==> src/rtl/pdp8_uart_pkg.sv <==
// Shared constants and FSM state encodings for the PDP-8 console UART.
package pdp8_uart_pkg;

  localparam int DATA_BITS          = 8;
  localparam int DEFAULT_OVERSAMPLE = 16;

  typedef enum logic [2:0] {
    TX_IDLE  = 3'd0,
    TX_START = 3'd1,
    TX_DATA  = 3'd2,
    TX_STOP  = 3'd3
  } tx_state_e;

  typedef enum logic [2:0] {
    RX_IDLE      = 3'd0,
    RX_START     = 3'd1,
    RX_DATA      = 3'd2,
    RX_STOP      = 3'd3,
    RX_WAIT_HIGH = 3'd4
  } rx_state_e;

endpackage

==> src/rtl/pdp8_uart_xcvr_if.sv <==
// Console-side handshake bundle between the PDP-8 TTY interface and the UART.
interface pdp8_uart_xcvr_if;
  import pdp8_uart_pkg::*;

  // Four-phase req/ack: the console raises req (with data stable for tx),
  // the UART raises ack one clk later and holds it until req drops; a new
  // transfer is only accepted once ack has returned low.
  logic                 tx_req;
  logic                 tx_ack;
  logic [DATA_BITS-1:0] tx_data;
  logic                 tx_empty;
  logic                 rx_req;
  logic                 rx_ack;
  logic [DATA_BITS-1:0] rx_data;
  logic                 rx_empty;
  logic                 rx_frame_err;
  logic                 rx_overrun;

  modport master (
    output tx_req, tx_data, rx_req,
    input  tx_ack, tx_empty, rx_ack, rx_data, rx_empty, rx_frame_err, rx_overrun
  );

  modport slave (
    input  tx_req, tx_data, rx_req,
    output tx_ack, tx_empty, rx_ack, rx_data, rx_empty, rx_frame_err, rx_overrun
  );
endinterface

==> src/rtl/pdp8_uart_rx.sv <==
// Oversampling 8N1 receiver: synchroniser, framing FSM, shifter and error pulses.
module pdp8_uart_rx
  import pdp8_uart_pkg::*;
#(
  parameter int OVERSAMPLE = DEFAULT_OVERSAMPLE
) (
  input  logic                 clk,
  input  logic                 reset,
  input  logic                 rx_clk,
  input  logic                 rx_in,
  input  logic                 accept_ok,
  output logic [DATA_BITS-1:0] rx_char,
  output logic                 char_done,
  output logic                 frame_err,
  output logic                 overrun,
  output logic [2:0]           state_dbg
);

  localparam int TW = $clog2(OVERSAMPLE);

  rx_state_e            state;
  logic [1:0]           rx_sync;
  logic [TW-1:0]        tick_cnt;
  logic [2:0]           bit_cnt;
  logic                 rxs;

  assign rxs       = rx_sync[1];
  assign state_dbg = state;

  always_ff @(posedge clk) begin
    if (reset) begin
      state     <= RX_IDLE;
      rx_sync   <= 2'b11;
      tick_cnt  <= '0;
      bit_cnt   <= '0;
      rx_char   <= '0;
      char_done <= 1'b0;
      frame_err <= 1'b0;
      overrun   <= 1'b0;
    end else begin
      rx_sync   <= {rx_sync[0], rx_in};
      char_done <= 1'b0;
      frame_err <= 1'b0;
      overrun   <= 1'b0;
      if (rx_clk) begin
        case (state)
          RX_IDLE: if (!rxs) begin
            state    <= RX_START;
            tick_cnt <= '0;
          end
          // Half a bit after the falling edge: confirms a real start bit.
          RX_START: if (tick_cnt == TW'(OVERSAMPLE/2 - 1)) begin
            tick_cnt <= '0;
            bit_cnt  <= '0;
            state    <= rxs ? RX_IDLE : RX_DATA;
          end else begin
            tick_cnt <= tick_cnt + 1'b1;
          end
          RX_DATA: if (tick_cnt == TW'(OVERSAMPLE - 1)) begin
            tick_cnt <= '0;
            rx_char  <= {rxs, rx_char[DATA_BITS-1:1]};
            if (bit_cnt == 3'(DATA_BITS - 1)) state <= RX_STOP;
            else bit_cnt <= bit_cnt + 1'b1;
          end else begin
            tick_cnt <= tick_cnt + 1'b1;
          end
          RX_STOP: if (tick_cnt == TW'(OVERSAMPLE - 1)) begin
            tick_cnt <= '0;
            if (rxs) begin
              char_done <= accept_ok;
              overrun   <= !accept_ok;
              state     <= RX_IDLE;
            end else begin
              frame_err <= 1'b1;
              state     <= RX_WAIT_HIGH;
            end
          end else begin
            tick_cnt <= tick_cnt + 1'b1;
          end
          RX_WAIT_HIGH: if (rxs) state <= RX_IDLE;
          default: state <= RX_IDLE;
        endcase
      end
    end
  end

endmodule

==> src/rtl/pdp8_uart_xcvr.sv <==
// PDP-8 console UART top: TX FSM, console handshakes, and the receiver instance.
module pdp8_uart_xcvr
  import pdp8_uart_pkg::*;
#(
  parameter int OVERSAMPLE = DEFAULT_OVERSAMPLE,
  parameter int STOP_BITS  = 1
) (
  input  logic              clk,
  input  logic              reset,
  input  logic              tx_clk,
  input  logic              rx_clk,
  input  logic              rx_in,
  output logic              tx_out,
  pdp8_uart_xcvr_if.slave   con,
  output logic [2:0]        tx_state_dbg,
  output logic [2:0]        rx_state_dbg
);

  tx_state_e            tx_state;
  logic                 tx_ack_q, tx_empty_q, tx_pending;
  logic [DATA_BITS-1:0] tx_shift;
  logic [2:0]           tx_bit_cnt;
  logic                 tx_stop_cnt;
  logic                 tx_take;

  logic                 rx_ack_q, rx_empty_q, rx_take;
  logic [DATA_BITS-1:0] rx_data_q, rx_char;
  logic                 char_done, frame_err, overrun;

  // tx_empty implies the FSM is idle with nothing waiting to start.
  assign tx_take      = con.tx_req & ~tx_ack_q & tx_empty_q;
  assign rx_take      = con.rx_req & ~rx_ack_q & ~rx_empty_q;
  assign con.tx_ack   = tx_ack_q;
  assign con.tx_empty = tx_empty_q;
  assign con.rx_ack   = rx_ack_q;
  assign con.rx_empty = rx_empty_q;
  assign con.rx_data  = rx_data_q;
  assign con.rx_frame_err = frame_err;
  assign con.rx_overrun   = overrun;
  assign tx_state_dbg = tx_state;

  always_ff @(posedge clk) begin
    if (reset) begin
      tx_state    <= TX_IDLE;
      tx_out      <= 1'b1;
      tx_ack_q    <= 1'b0;
      tx_empty_q  <= 1'b1;
      tx_pending  <= 1'b0;
      tx_shift    <= '0;
      tx_bit_cnt  <= '0;
      tx_stop_cnt <= 1'b0;
    end else begin
      if (tx_take) begin
        tx_shift   <= con.tx_data;
        tx_ack_q   <= 1'b1;
        tx_empty_q <= 1'b0;
        tx_pending <= 1'b1;
      end else if (!con.tx_req) begin
        tx_ack_q <= 1'b0;
      end
      if (tx_clk) begin
        case (tx_state)
          TX_IDLE: if (tx_pending) begin
            tx_state   <= TX_START;
            tx_out     <= 1'b0;
            tx_pending <= 1'b0;
          end
          TX_START: begin
            tx_state   <= TX_DATA;
            tx_out     <= tx_shift[0];
            tx_shift   <= {1'b0, tx_shift[DATA_BITS-1:1]};
            tx_bit_cnt <= '0;
          end
          TX_DATA: if (tx_bit_cnt == 3'(DATA_BITS - 1)) begin
            tx_state    <= TX_STOP;
            tx_out      <= 1'b1;
            tx_stop_cnt <= 1'b0;
          end else begin
            tx_out     <= tx_shift[0];
            tx_shift   <= {1'b0, tx_shift[DATA_BITS-1:1]};
            tx_bit_cnt <= tx_bit_cnt + 1'b1;
          end
          TX_STOP: if (tx_stop_cnt == 1'(STOP_BITS - 1)) begin
            tx_state   <= TX_IDLE;
            tx_empty_q <= 1'b1;
          end else begin
            tx_stop_cnt <= tx_stop_cnt + 1'b1;
          end
          default: tx_state <= TX_IDLE;
        endcase
      end
    end
  end

  // A consume on the stop-sample clk frees the holder, so the receiver
  // accepts the new character instead of flagging an overrun.
  always_ff @(posedge clk) begin
    if (reset) begin
      rx_ack_q   <= 1'b0;
      rx_empty_q <= 1'b1;
      rx_data_q  <= '0;
    end else begin
      if (rx_take) begin
        rx_ack_q   <= 1'b1;
        rx_empty_q <= 1'b1;
      end else if (!con.rx_req) begin
        rx_ack_q <= 1'b0;
      end
      if (char_done) begin
        rx_data_q  <= rx_char;
        rx_empty_q <= 1'b0;
      end
    end
  end

  pdp8_uart_rx #(.OVERSAMPLE(OVERSAMPLE)) u_rx (
    .clk       (clk),
    .reset     (reset),
    .rx_clk    (rx_clk),
    .rx_in     (rx_in),
    .accept_ok (rx_empty_q | rx_take),
    .rx_char   (rx_char),
    .char_done (char_done),
    .frame_err (frame_err),
    .overrun   (overrun),
    .state_dbg (rx_state_dbg)
  );

endmodule

==> src/flat_wrapper.sv <==
// flat-port wrapper written by rule: the top's interface ports become plain ports
module pdp8_uart_xcvr_flat import pdp8_uart_pkg::*;
#(
  parameter int OVERSAMPLE = DEFAULT_OVERSAMPLE,
  parameter int STOP_BITS  = 1
)
  (clk, reset, tx_clk, rx_clk, rx_in, tx_out, tx_state_dbg, rx_state_dbg, con_tx_req, con_tx_data, con_rx_req, con_tx_ack, con_tx_empty, con_rx_ack, con_rx_data, con_rx_empty, con_rx_frame_err, con_rx_overrun);
  pdp8_uart_xcvr_if con_i ();
  input  logic clk;
  input  logic reset;
  input  logic tx_clk;
  input  logic rx_clk;
  input  logic rx_in;
  output logic tx_out;
  output logic [2:0] tx_state_dbg;
  output logic [2:0] rx_state_dbg;
  input wire logic [$bits(con_i.tx_req)-1:0] con_tx_req;
  input wire logic [$bits(con_i.tx_data)-1:0] con_tx_data;
  input wire logic [$bits(con_i.rx_req)-1:0] con_rx_req;
  output wire logic [$bits(con_i.tx_ack)-1:0] con_tx_ack;
  output wire logic [$bits(con_i.tx_empty)-1:0] con_tx_empty;
  output wire logic [$bits(con_i.rx_ack)-1:0] con_rx_ack;
  output wire logic [$bits(con_i.rx_data)-1:0] con_rx_data;
  output wire logic [$bits(con_i.rx_empty)-1:0] con_rx_empty;
  output wire logic [$bits(con_i.rx_frame_err)-1:0] con_rx_frame_err;
  output wire logic [$bits(con_i.rx_overrun)-1:0] con_rx_overrun;
  assign con_i.tx_req = con_tx_req;
  assign con_i.tx_data = con_tx_data;
  assign con_i.rx_req = con_rx_req;
  assign con_tx_ack = con_i.tx_ack;
  assign con_tx_empty = con_i.tx_empty;
  assign con_rx_ack = con_i.rx_ack;
  assign con_rx_data = con_i.rx_data;
  assign con_rx_empty = con_i.rx_empty;
  assign con_rx_frame_err = con_i.rx_frame_err;
  assign con_rx_overrun = con_i.rx_overrun;
  pdp8_uart_xcvr #(.OVERSAMPLE(OVERSAMPLE), .STOP_BITS(STOP_BITS)) u_core (.clk(clk), .reset(reset), .tx_clk(tx_clk), .rx_clk(rx_clk), .rx_in(rx_in), .tx_out(tx_out), .con(con_i), .tx_state_dbg(tx_state_dbg), .rx_state_dbg(rx_state_dbg));
endmodule
==> config.mk <==
export PLATFORM = sky130hd
export DESIGN_NAME = pdp8_uart_xcvr_flat
export DESIGN_NICKNAME = d
export VERILOG_FILES = /design/src/rtl/pdp8_uart_pkg.sv /design/src/rtl/pdp8_uart_xcvr_if.sv /design/src/rtl/pdp8_uart_rx.sv /design/src/rtl/pdp8_uart_xcvr.sv /design/src/flat_wrapper.sv
export SDC_FILE = /design/constraint.sdc
export NUM_CORES = 1
export LEC_CHECK = 0
export ABC_AREA = 1
export CAP_MARGIN = 0
export CORE_MARGIN = 1
export CORE_UTILIZATION = 35
export DETAILED_ROUTE_END_ITERATION = 7
export HOLD_SLACK_MARGIN = 0.02
export PLACE_DENSITY = 0.52
export SLEW_MARGIN = 20
export SYNTH_ARGS = -nofsm -noshare
export SYNTH_HDL_FRONTEND = slang
export SYNTH_SLANG_ARGS = --single-unit
==> constraint.sdc <==
create_clock -name clk -period 1.6 [get_ports clk]
set_input_delay 0.24 -clock clk [delete_from_list [all_inputs] [get_ports clk]]
set_output_delay 0.24 -clock clk [all_outputs]
set_load 0.01 [all_outputs]
==> results.txt <==
* Most frequent cell after synthesis: nor2_1
- Clock share of power: 23.8%
* Routed wire length: 4722 um
- Cells along the critical path: clkdlybuf4s50_1
- The worst setup path is captured at an output port.
- For this design the total switching power over the nets is 1.182 mW.
- The total area inside the core boundary comes to 6061 um^2.
- Combinational logic is responsible for 31.0% of the overall power.
- Average vias per placed instance: 4.719
* Wire length per cell: 11.06 um
- Final Cycle Share: 95.21%
* Hold-critical path endpoint: u_core.u_rx.rx_sync[1]
- Aggregate global-route resource usage: 15.74%
- Worst flop-to-flop path startpoint: u_core.tx_state_dbg[0]
- Gate family responsible for the most delay along the worst path: buffers and inverters
- In this run the critical register-to-register path is captured at u_core.tx_shift[6].
* Met2 layer usage reported by global route: 25.54%
- For this block, the initial DRC count from the detailed router was 72.
- Register area share after synthesis: 44.49%
* Nets in the synthesized netlist: 334
- Data arrival time of the critical path: 1280 ps
* Remaining number of nets flagged by the antenna check after routing: 0
* HP Start: u_core.u_rx.rx_sync[0]
* Area share of the leading cell type in the synthesized netlist: 44.49%
* Vertical extent of the die: 82.17 um
* Antenna fix cells: 0
- Net switching is 35.81% of the power.
- Dominant register cell in the synthesized netlist: dfxtp_1
- Req. time, crit path: 1360 ps
- For this run, the detailed router's first-pass iteration total came to 4.
- Routability-driven placement finished with a final weighted congestion of 0.7536.
- Cell depth of the worst hold path: 1
- The global routing stage identified its most utilized layer as met2.
- The tool flagged a number of max-cap violations equal to 0.
- Clock latency of the later-clocked register in the worst-skew pair: 310 ps
* Total half-perimeter wirelength after legalization and detailed placement: 3346 um
- Flop and latch count out of synthesis: 50
- Layout cell share with drive strength beyond 1: 10.51%
- Synthesized netlist cell count: 310
* Site Rows: 28
- Setup violations remaining at the end of the flow were counted as 0.
- Post-Syn Area: 2250 um^2
* Library cell with the largest summed area after synthesis: dfxtp_1
* Fraction of met1 tracks used by global routing: 20.49%
- After synthesis, the mean cell area works out to 7.257 um^2.
- Measured in cells, the most critical reg-to-reg path has a length of 7.
* Number of setup buffers added after CTS: 0
* Maximum clock insertion buffer count: 2
* Clock root cell: clkbuf_8
- Worst setup path class: flip-flop to output port
* Fraction of registers with async set or reset after synthesis: 0%
- Total negative slack for setup checks: 0 ps
* Number of placed cells counting well taps: 419
* Path type of the worst min-delay path: flip-flop to flip-flop
- Standard cell with the maximum stage delay on the critical path: clkdlybuf4s50_1
- For this run, the top clock speed supported by timing is 0.6565 GHz.
- The flow ran to the end, and the final reports show no timing, DRC or antenna violations.
* Number of global-route vias before repair: 1,864
- TritonCTS clock tree: built
* Largest fanout of any net on the critical path: 7
* Setup slack at placement: 6.530 ps
* Effective utilization at floorplan: 37.12%
* Total number of vias: 2,015
- The initial antenna violation count is 0.
- Pin count of the biggest net entering global routing: 37
- By count the netlist is led by nor2_1 (68), dfxtp_1 (50), nand2_1 (48), o21ai_0 (30), inv_1 (28).
- In this run the register-to-register setup slack is 100 ps.
* Post-synth cell types: 30
- Buffers inserted during clock tree synthesis total 5.
* Leak Pwr: 1.203 nW
- Number of sinks driven by the clock tree: 50
- Clock-pin slew was measured on the worst setup and hold paths at 100 ps.
- By area the synthesized netlist is led by dfxtp_1 (44%), nor2_1 (11%), nand2_1 (8.0%).
- Internal power comes to 2.118 mW.
- Setup slack closes at 76.70 ps.
* Number of levels the H-tree was split into: 2
- Between clock sinks in the finished design, the worst skew comes to 10.22 ps.
* M3 GR Usage: 3.297%
* Final non-filler cell total: 427
- During synthesis, Yosys emitted a total of 0 warnings.
- Number of DRC violations after detailed routing: 0
* DP Area: 2718 um^2
- The final-report hold violation count is 0.
- The worst path needs 1523 ps of the cycle, external delays included.
- Total buffers and inverters traversed by the critical path: 1
* Number of hold buffers added after cts: 0
- The die covers 6752 um^2.
- Pwr/cell area: 1164 nW/um^2
- In the final design database the tool counted 375 nets.
- Port Buf Inserts: 34
* Part of the total power dissipated in sequential elements: 45.2%
* Post-layout instance area: 2835 um^2
* Critical path startpoint category: flip-flop
- On the worst path, the slowest cell contributes a delay of 560 ps.
- Layout overhead on the synthesized area: 26.03%
* EDFF count, synth: 0
- Number of top-level pins: 36
- The floorplan step set the die width to 82.17 um.
- The final-report max-slew violation count came to 0.
- Congestion Overflow GR: 0
- Resized cells post-CTS: 3
- First-pass GRT wire length: 8169 um
- Once layout is complete, the utilization of the core stands at 46.78%.
- VDD sags by at most 0.0005654 V.
==> layout by cell type, fill, tap and decap left out <==
cell type,Yosys,routed
a211oi_1,1,1
a21oi_1,20,20
a21oi_2,1,1
a31oi_1,1,1
buf_12,0,1
buf_4,1,6
clkbuf_8,0,5
clkdlybuf4s50_1,0,34
clkinv_1,1,1
clkinv_2,1,1
clkinv_4,0,1
conb_1,1,1
dfxtp_1,50,46
dfxtp_2,0,4
ha_1,9,8
ha_4,0,1
inv_1,28,28
inv_2,1,1
inv_6,0,2
mux2i_1,2,2
nand2_1,48,47
nand2_2,3,4
nand3_1,18,18
nand3_2,2,2
nand4_1,4,4
nor2_1,68,67
nor2_2,1,2
nor2_4,2,2
nor3_1,1,1
o211ai_1,2,2
o21a_1,3,3
o21ai_0,30,30
o21ai_1,1,1
or2_2,4,4
==> area by class of cell <==
cell class / count / area (um^2)
Multi-Input combinational cell: 222 / 1117
Clock buffer: 5 / 68.82
Fill cell: 634 / 3226
Tap cell: 75 / 93.84
Clock inverter: 3 / 26.28
Timing Repair Buffer: 41 / 405.4
Sequential cell: 50 / 1006
Inverter: 31 / 117.6
==> registers in the layout (all words and copies together), names as in the netlist, 2 cells and up <==
register and flops:
u_core.tx_state_dbg 2, u_core.u_rx.rx_sync 2, u_core.tx_bit_cnt 3, u_core.u_rx.bit_cnt 3, u_core.tx_shift 8, u_core.u_rx.tick_cnt 4
u_core.u_rx.state_dbg 3, u_core.con.rx_data 8, u_core.u_rx.rx_char 8
==> cell families (layout without fill, tap and decap cells) <==
family / Yosys count / after routing / share of synthesized area, %
AO/OA/AOI/OAI: 59 / 59 / 14.02
buffers and inverters: 38 / 80 / 6.617
other: 1 / 1 / 0.1667
flip-flops: 50 / 50 / 44.49
adder cells (fa/ha/maj): 9 / 9 / 5.006
multiplexers: 2 / 2 / 0.8899
AND/OR/NAND/NOR: 151 / 151 / 28.81
==> power by group through the flow <==
| stage | Sequential [mW] | Combinational (mW) | Clock [mW] |
|---|---|---|---|
| CTS | 1.49 | 1.03 | 0.831 |
| global route | 1.51 | 1.19 | 0.881 |
| detailed placement | 1.51 | 1.02 | 0 |
| floorplan | 1.51 | 0.710 | 0 |
| global placement | 1.51 | 1.02 | 0 |
| finish | 1.49 | 1.02 | 0.786 |
==> worst max path at each step <==
stage	startpoint	end	slack, ps	cells after the start
after floorplan	u_core.tx_state_dbg[0]	u_core.tx_shift[1]	100	8
after global placement	con_tx_req	u_core.tx_shift[2]	40	7
after detailed placement	con_tx_req	u_core.tx_shift[2]	7	7
after CTS	u_core.tx_state_dbg[0]	u_core.tx_shift[4]	60	8
after global routing	u_core.tx_state_dbg[0]	u_core.tx_shift[4]	-1	8
final	u_core.u_rx.state_dbg[0]	rx_state_dbg[0]	80	1
==> through the flow <==
stage               hold WS (ps)  total power [mW]
floorplan                  318.5             2.217
global placement           393.9             2.527
detailed placement         394.9             2.535
CTS                        426.1             3.350
global route               442.7             3.578
finish                     418.2             3.300
==> routing by layer <==
| metal | up-vias | wire length (um) |
|---|---|---|
| li1 | 1081 | - |
| met1 | 902 | 2481 |
| met2 | 24 | 2047 |
| met3 | 8 | 123 |
| met4 | 0 | 69 |
| met5 | - | 0 |
(Power assumes the default switching activity.)
